$ cat config.mk
export PLATFORM = sky130hd
export DESIGN_NAME = sid_pot_bank
export DESIGN_NICKNAME = d
export VERILOG_FILES = /design/src/rtl/sid_pot_bank.sv
export SDC_FILE = /design/constraint.sdc
export NUM_CORES = 1
export LEC_CHECK = 0
export CAP_MARGIN = 10
export CORE_AREA = 5 5 90 92
export CTS_CLUSTER_SIZE = 16
export DETAILED_ROUTE_END_ITERATION = 10
export DIE_AREA = 0 0 95 97
export PLACE_DENSITY = 0.54
export SYNTH_ARGS = -nofsm -noshare
export SYNTH_HDL_FRONTEND = slang
export SYNTH_SLANG_ARGS = --single-unit
$ cat constraint.sdc
create_clock -name clk -period 2.66 [get_ports clk]
set_clock_uncertainty 0.15 [all_clocks]
set_input_delay 0.798 -clock clk [delete_from_list [all_inputs] [get_ports clk]]
set_output_delay 0.798 -clock clk [all_outputs]
set_load 0.01 [all_outputs]
$ cat src/rtl/sid_pot_bank.sv
// Parametrised POT/paddle digitiser: discharge window, per-channel charge-time counters, and
// all channels published together. Build with SID_POT_AVG_EN to average each result with the previous sample.
`timescale 1ns/1ps

// state        | meaning
// ST_DISCHARGE | discharge asserted, period counter runs DISCHARGE_TICKS ticks
// ST_CHARGE    | capacitors released, channel counters run 2^CNT_W ticks
module sid_pot_bank #(
  parameter int CHANNELS        = 2,
  parameter int CNT_W           = 8,
  parameter int DISCHARGE_TICKS = 256
) (
  input  logic                      clk,
  input  logic                      rst_n,
  input  logic                      tick,
  input  logic [CHANNELS-1:0]       charged,
  output logic                      discharge,
  output logic [CHANNELS*CNT_W-1:0] pot_val,
  output logic                      sample_valid
);

  localparam int CHG_TICKS = 2 ** CNT_W;
  localparam int PER_MAX   = (DISCHARGE_TICKS > CHG_TICKS) ? DISCHARGE_TICKS : CHG_TICKS;
  localparam int PER_W     = (PER_MAX > 1) ? $clog2(PER_MAX) : 1;

  localparam logic [PER_W-1:0] DIS_LAST = PER_W'(DISCHARGE_TICKS - 1);
  localparam logic [PER_W-1:0] CHG_LAST = PER_W'(CHG_TICKS - 1);
  localparam logic [CNT_W-1:0] CNT_MAX  = '1;

  typedef enum logic {ST_DISCHARGE, ST_CHARGE} state_t;

  state_t                    state;
  logic [PER_W-1:0]          per_cnt;
  logic [CHANNELS-1:0]       sync_d, sync_q;
  logic [CHANNELS-1:0]       frozen, frozen_nxt;
  logic [CNT_W-1:0]          cnt     [CHANNELS];
  logic [CNT_W-1:0]          cnt_nxt [CHANNELS];
  logic [CHANNELS*CNT_W-1:0] pub_val;

`ifdef SID_POT_AVG_EN
  logic [CNT_W-1:0]          prev    [CHANNELS];
  logic [CNT_W:0]            avg_sum [CHANNELS];
`endif

  // The comparator inputs are asynchronous to clk; the synchroniser runs every clk, not per tick.
  always_ff @(posedge clk or negedge rst_n) begin
    if (!rst_n) begin
      sync_d <= '0;
      sync_q <= '0;
    end else begin
      sync_d <= charged;
      sync_q <= sync_d;
    end
  end

  // Per-tick counting rule, using the synchronised level seen before the tick.
  always_comb begin
    frozen_nxt = frozen | sync_q;
    for (int i = 0; i < CHANNELS; i++) begin
      cnt_nxt[i] = cnt[i];
      if (!sync_q[i] && !frozen[i] && (cnt[i] != CNT_MAX))
        cnt_nxt[i] = cnt[i] + CNT_W'(1);
    end
  end

  // Published value includes the final charge tick.
  always_comb begin
    pub_val = '0;
    for (int i = 0; i < CHANNELS; i++) begin
`ifdef SID_POT_AVG_EN
      avg_sum[i] = {1'b0, cnt_nxt[i]} + {1'b0, prev[i]};
      pub_val[i*CNT_W +: CNT_W] = avg_sum[i][CNT_W:1];
`else
      pub_val[i*CNT_W +: CNT_W] = cnt_nxt[i];
`endif
    end
  end

  always_ff @(posedge clk or negedge rst_n) begin
    if (!rst_n) begin
      state        <= ST_DISCHARGE;
      per_cnt      <= '0;
      frozen       <= '0;
      discharge    <= 1'b1;
      pot_val      <= '0;
      sample_valid <= 1'b0;
      for (int i = 0; i < CHANNELS; i++) begin
        cnt[i] <= '0;
`ifdef SID_POT_AVG_EN
        prev[i] <= '0;
`endif
      end
    end else begin
      sample_valid <= 1'b0;
      if (tick) begin
        case (state)
          ST_DISCHARGE: begin
            discharge <= 1'b1;
            if (per_cnt == DIS_LAST) begin
              state     <= ST_CHARGE;
              per_cnt   <= '0;
              frozen    <= '0;
              discharge <= 1'b0;
              for (int i = 0; i < CHANNELS; i++) cnt[i] <= '0;
            end else begin
              per_cnt <= per_cnt + PER_W'(1);
            end
          end
          ST_CHARGE: begin
            frozen <= frozen_nxt;
            for (int i = 0; i < CHANNELS; i++) cnt[i] <= cnt_nxt[i];
            if (per_cnt == CHG_LAST) begin
              pot_val      <= pub_val;
              sample_valid <= 1'b1;
              state        <= ST_DISCHARGE;
              per_cnt      <= '0;
              discharge    <= 1'b1;
`ifdef SID_POT_AVG_EN
              for (int i = 0; i < CHANNELS; i++) prev[i] <= cnt_nxt[i];
`endif
            end else begin
              per_cnt <= per_cnt + PER_W'(1);
            end
          end
          default: state <= ST_DISCHARGE;
        endcase
      end
    end
  end

endmodule

==> flow_metrics.tcl <==
set metrics [dict create \
    maxSlewViolCount 0 \
    cts_root_buffer "clkbuf_8" \
    power.density_nw_per_um2 537 \
    p_comb_share_pct 10.0 \
    area_delta_synth_final_pct 20.7 \
    crit_buf_inv 1 \
    post_cts_resized 0 \
    synth_top_cell_by_area "dfrtp_1" \
    vias_per_cell 5.22 \
    p_int_mw 1.19 \
    finalCriticalPeriod_ns 2.32 \
    crit_required_ns 1.71 \
    seq_area_sq_um 1230 \
    drt_pass1_iterations 5 \
    post_drt_wl_per_cell_um 13.8 \
    cts_tree "yes" \
    synth_top_area_share_pct 48.9 \
    clk_pin_slew_ns 0.09 \
    crit_start "discharge$_DFFE_PN1P_" \
    cts_setup_buffers 0 \
    clk_path_buf_depth 2 \
    antenna_cells 0 \
    synthesis.nets 252 \
    fin_nets 282 \
    hp-start "sync_d[1]$_DFF_PN0_" \
    r2r-start "cnt[0]$_DFFE_PN0P_" \
    cpPeakStageDelay_ns 0.54 \
    p_clk_share_pct 34.7 \
    drive_gt1_share_pct 10.5 \
    place_congestion 0.824 \
    grt_max_degree 24 \
    vias 1951 \
    drt_wl_total_mm 5.14 \
    synthTopCellsByArea "dfrtp_1 49%, o21ai_0 4.3%, xnor2_1 3.6%" \
    dpl_cell_area_sq_um 2850 \
    p_seq_share_pct 55.3 \
    switching_share_pct 25.7 \
    start_kind "flip-flop" \
    grt_pass1_vias 1818 \
    synth-edff-count 0 \
    drv_cap 0 \
    finalNonFillerCells 374 \
    place_inst 366 \
    overflow 0 \
    fill_cells 721 \
    clock_latency_ns 0.30 \
    p_leak_nw 1.22 \
    synth_seq_cells 49 \
    crit_path_cell_trace "clkdlybuf4s50_1" \
    syn-cell-area_sq_um 2460 \
    synth.most_common_cell "dfrtp_1" \
    cp_max_fo 2 \
    antenna_found_initial 0 \
    ys_top_cells_by_count "48 x dfrtp_1, 23 x nand2_1, 21 x o21ai_0" \
    endpoint_kind "output port" \
    drc 0 \
    ios 23 \
    fin_tns_setup_ns 0 \
    dp_hpwl_mm 3.85 \
    fp.dieArea_sq_um 9220 \
    rsz0062_at_grt "no" \
    max_slew_margin_pct 64.9 \
    cts_hold_buf 0 \
    ys_seq_area_share_pct 49.9 \
    peakVddDrop_v 0.000237 \
    die_x_um 95 \
    synthDistinctLibCells 45 \
    crit_path_top_delay_cell "dfstp_2" \
    synth_cells 244 \
    coreArea_sq_um 7140 \
    drt-initial-drc-count 76 \
    port_buffers 22 \
    fp.dieH_um 97 \
    status "completed" \
    synthFlopType "dfrtp_1" \
    fin_area_sq_um 2970 \
    p_sw_mw 0.409 \
    multi_input_comb_area_sq_um 1140 \
    cts_buffers 5 \
    arrival_ns 1.37 \
    postSynth.asyncResetShare_pct 100 \
    critical_path_class "flip-flop to output port" \
    cts.sinks 49 \
    setup_viol 0 \
    worst_pin_slew_ns 0.524 \
    period_share_pct 87.2 \
    crit_family "flip-flops" \
    grt_pass1_wl_mm 9.06 \
    synth_warnings 0 \
    synth_area_per_cell_sq_um 10.1 \
    start_util_pct 34.4 \
    ctsHtreeMaxLevel 2 \
    worstHoldPathType "flip-flop to flip-flop" \
    num_rows 31 \
    ant_nets 0 \
    hold_viol_final 0 \
    track_usage_pct 12.2 \
    clock.fmax_mhz 431 \
    final_util_pct 41.6 \
]
==> sequential cells by signal (all words and copies together), names as in the netlist <==
| signal | flops |
|---|---|
| cnt | 16 |
| pot_val | 16 |
| per_cnt | 8 |
| frozen | 2 |
| sync_d | 2 |
| sync_q | 2 |
| discharge | 1 |
| sample_valid | 1 |
| state | 1 |
==> path summary, 6_finish.rpt <==
check,endpoint,slack (ns),cells past startpoint
max in group asynchronous,discharge$_DFFE_PN1P_,1.47,2
hold / removal,sync_q[1]$_DFF_PN0_,0.20,0
hold reg to reg,sync_q[1]$_DFF_PN0_,0.20,0
setup reg to reg,cnt[2]$_DFFE_PN0P_,0.58,5
setup / recovery,discharge,0.34,1
min in group asynchronous,pot_val[14]$_DFFE_PN0P_,0.25,1
==> logic make-up after synthesis <==
kind of cell             Yosys count  share of synthesized area [%]
buffers and inverters             19                           3.51
XOR/XNOR                          11                           3.92
AO/OA/AOI/OAI                     76                           21.3
multiplexers                       6                           2.54
adder cells (fa/ha/maj)            3                           1.53
AND/OR/NAND/NOR                   80                           17.3
flip-flops                        49                           49.9
==> per-layer routing <==
metal,track usage (%),vias up,part of all wire [%]
met5,0,-,0
met4,3.66,0,1.1
met3,2.79,5,6.1
met2,16.5,51,41
met1,19.0,917,52
li1,-,978,-
==> cell usage in the layout, fill, tap and decap left out, types with 2 or more instances in the layout <==
master / instances
a211oi_1: 3
a21o_1: 4
clkdlybuf4s50_1: 21
xnor2_1: 10
a32o_1: 2
a21oi_1: 15
nand3_1: 8
a211o_1: 2
inv_1: 6
and2_1: 2
and3_1: 3
mux2i_1: 4
nand2_1: 23
a31oi_1: 8
ha_1: 3
mux2_2: 2
buf_4: 12
o21ai_0: 21
dfrtp_1: 48
or3_1: 4
clkbuf_8: 6
o211ai_1: 4
o21ai_1: 3
a22o_1: 2
o2111ai_1: 2
and4_1: 8
nand4_1: 13
nor2_1: 14
==> final cells by class <==
cell class | count | area share (%)
Sequential cell | 49 | 41.4
Multi-Input combinational cell | 176 | 38.6
Timing Repair Buffer | 35 | 11.0
Tap cell | 99 | 4.17
Clock buffer | 6 | 2.78
Clock inverter | 2 | 1.26
Inverter | 7 | 0.885
==> stage by stage <==
step                      setup WS [ns]  total power, mW  hold slack, ns
after floorplan                   0.634            0.991           0.181
after global placement            0.133             1.06           0.182
after detailed placement         0.0833             1.06           0.186
after CTS                         0.315             1.62           0.208
after global routing              0.249             1.69           0.221
final                             0.341             1.59           0.205
==> power groups by stage <==
| stage | combinational, mW | sequential [mW] | clock (mW) |
|---|---|---|---|
| after floorplan | 0.116 | 0.875 | 0 |
| after global placement | 0.161 | 0.896 | 0 |
| after detailed placement | 0.164 | 0.895 | 0 |
| after CTS | 0.163 | 0.881 | 0.576 |
| after global routing | 0.186 | 0.896 | 0.607 |
| final | 0.160 | 0.882 | 0.553 |
(Power assumes the default switching activity.)
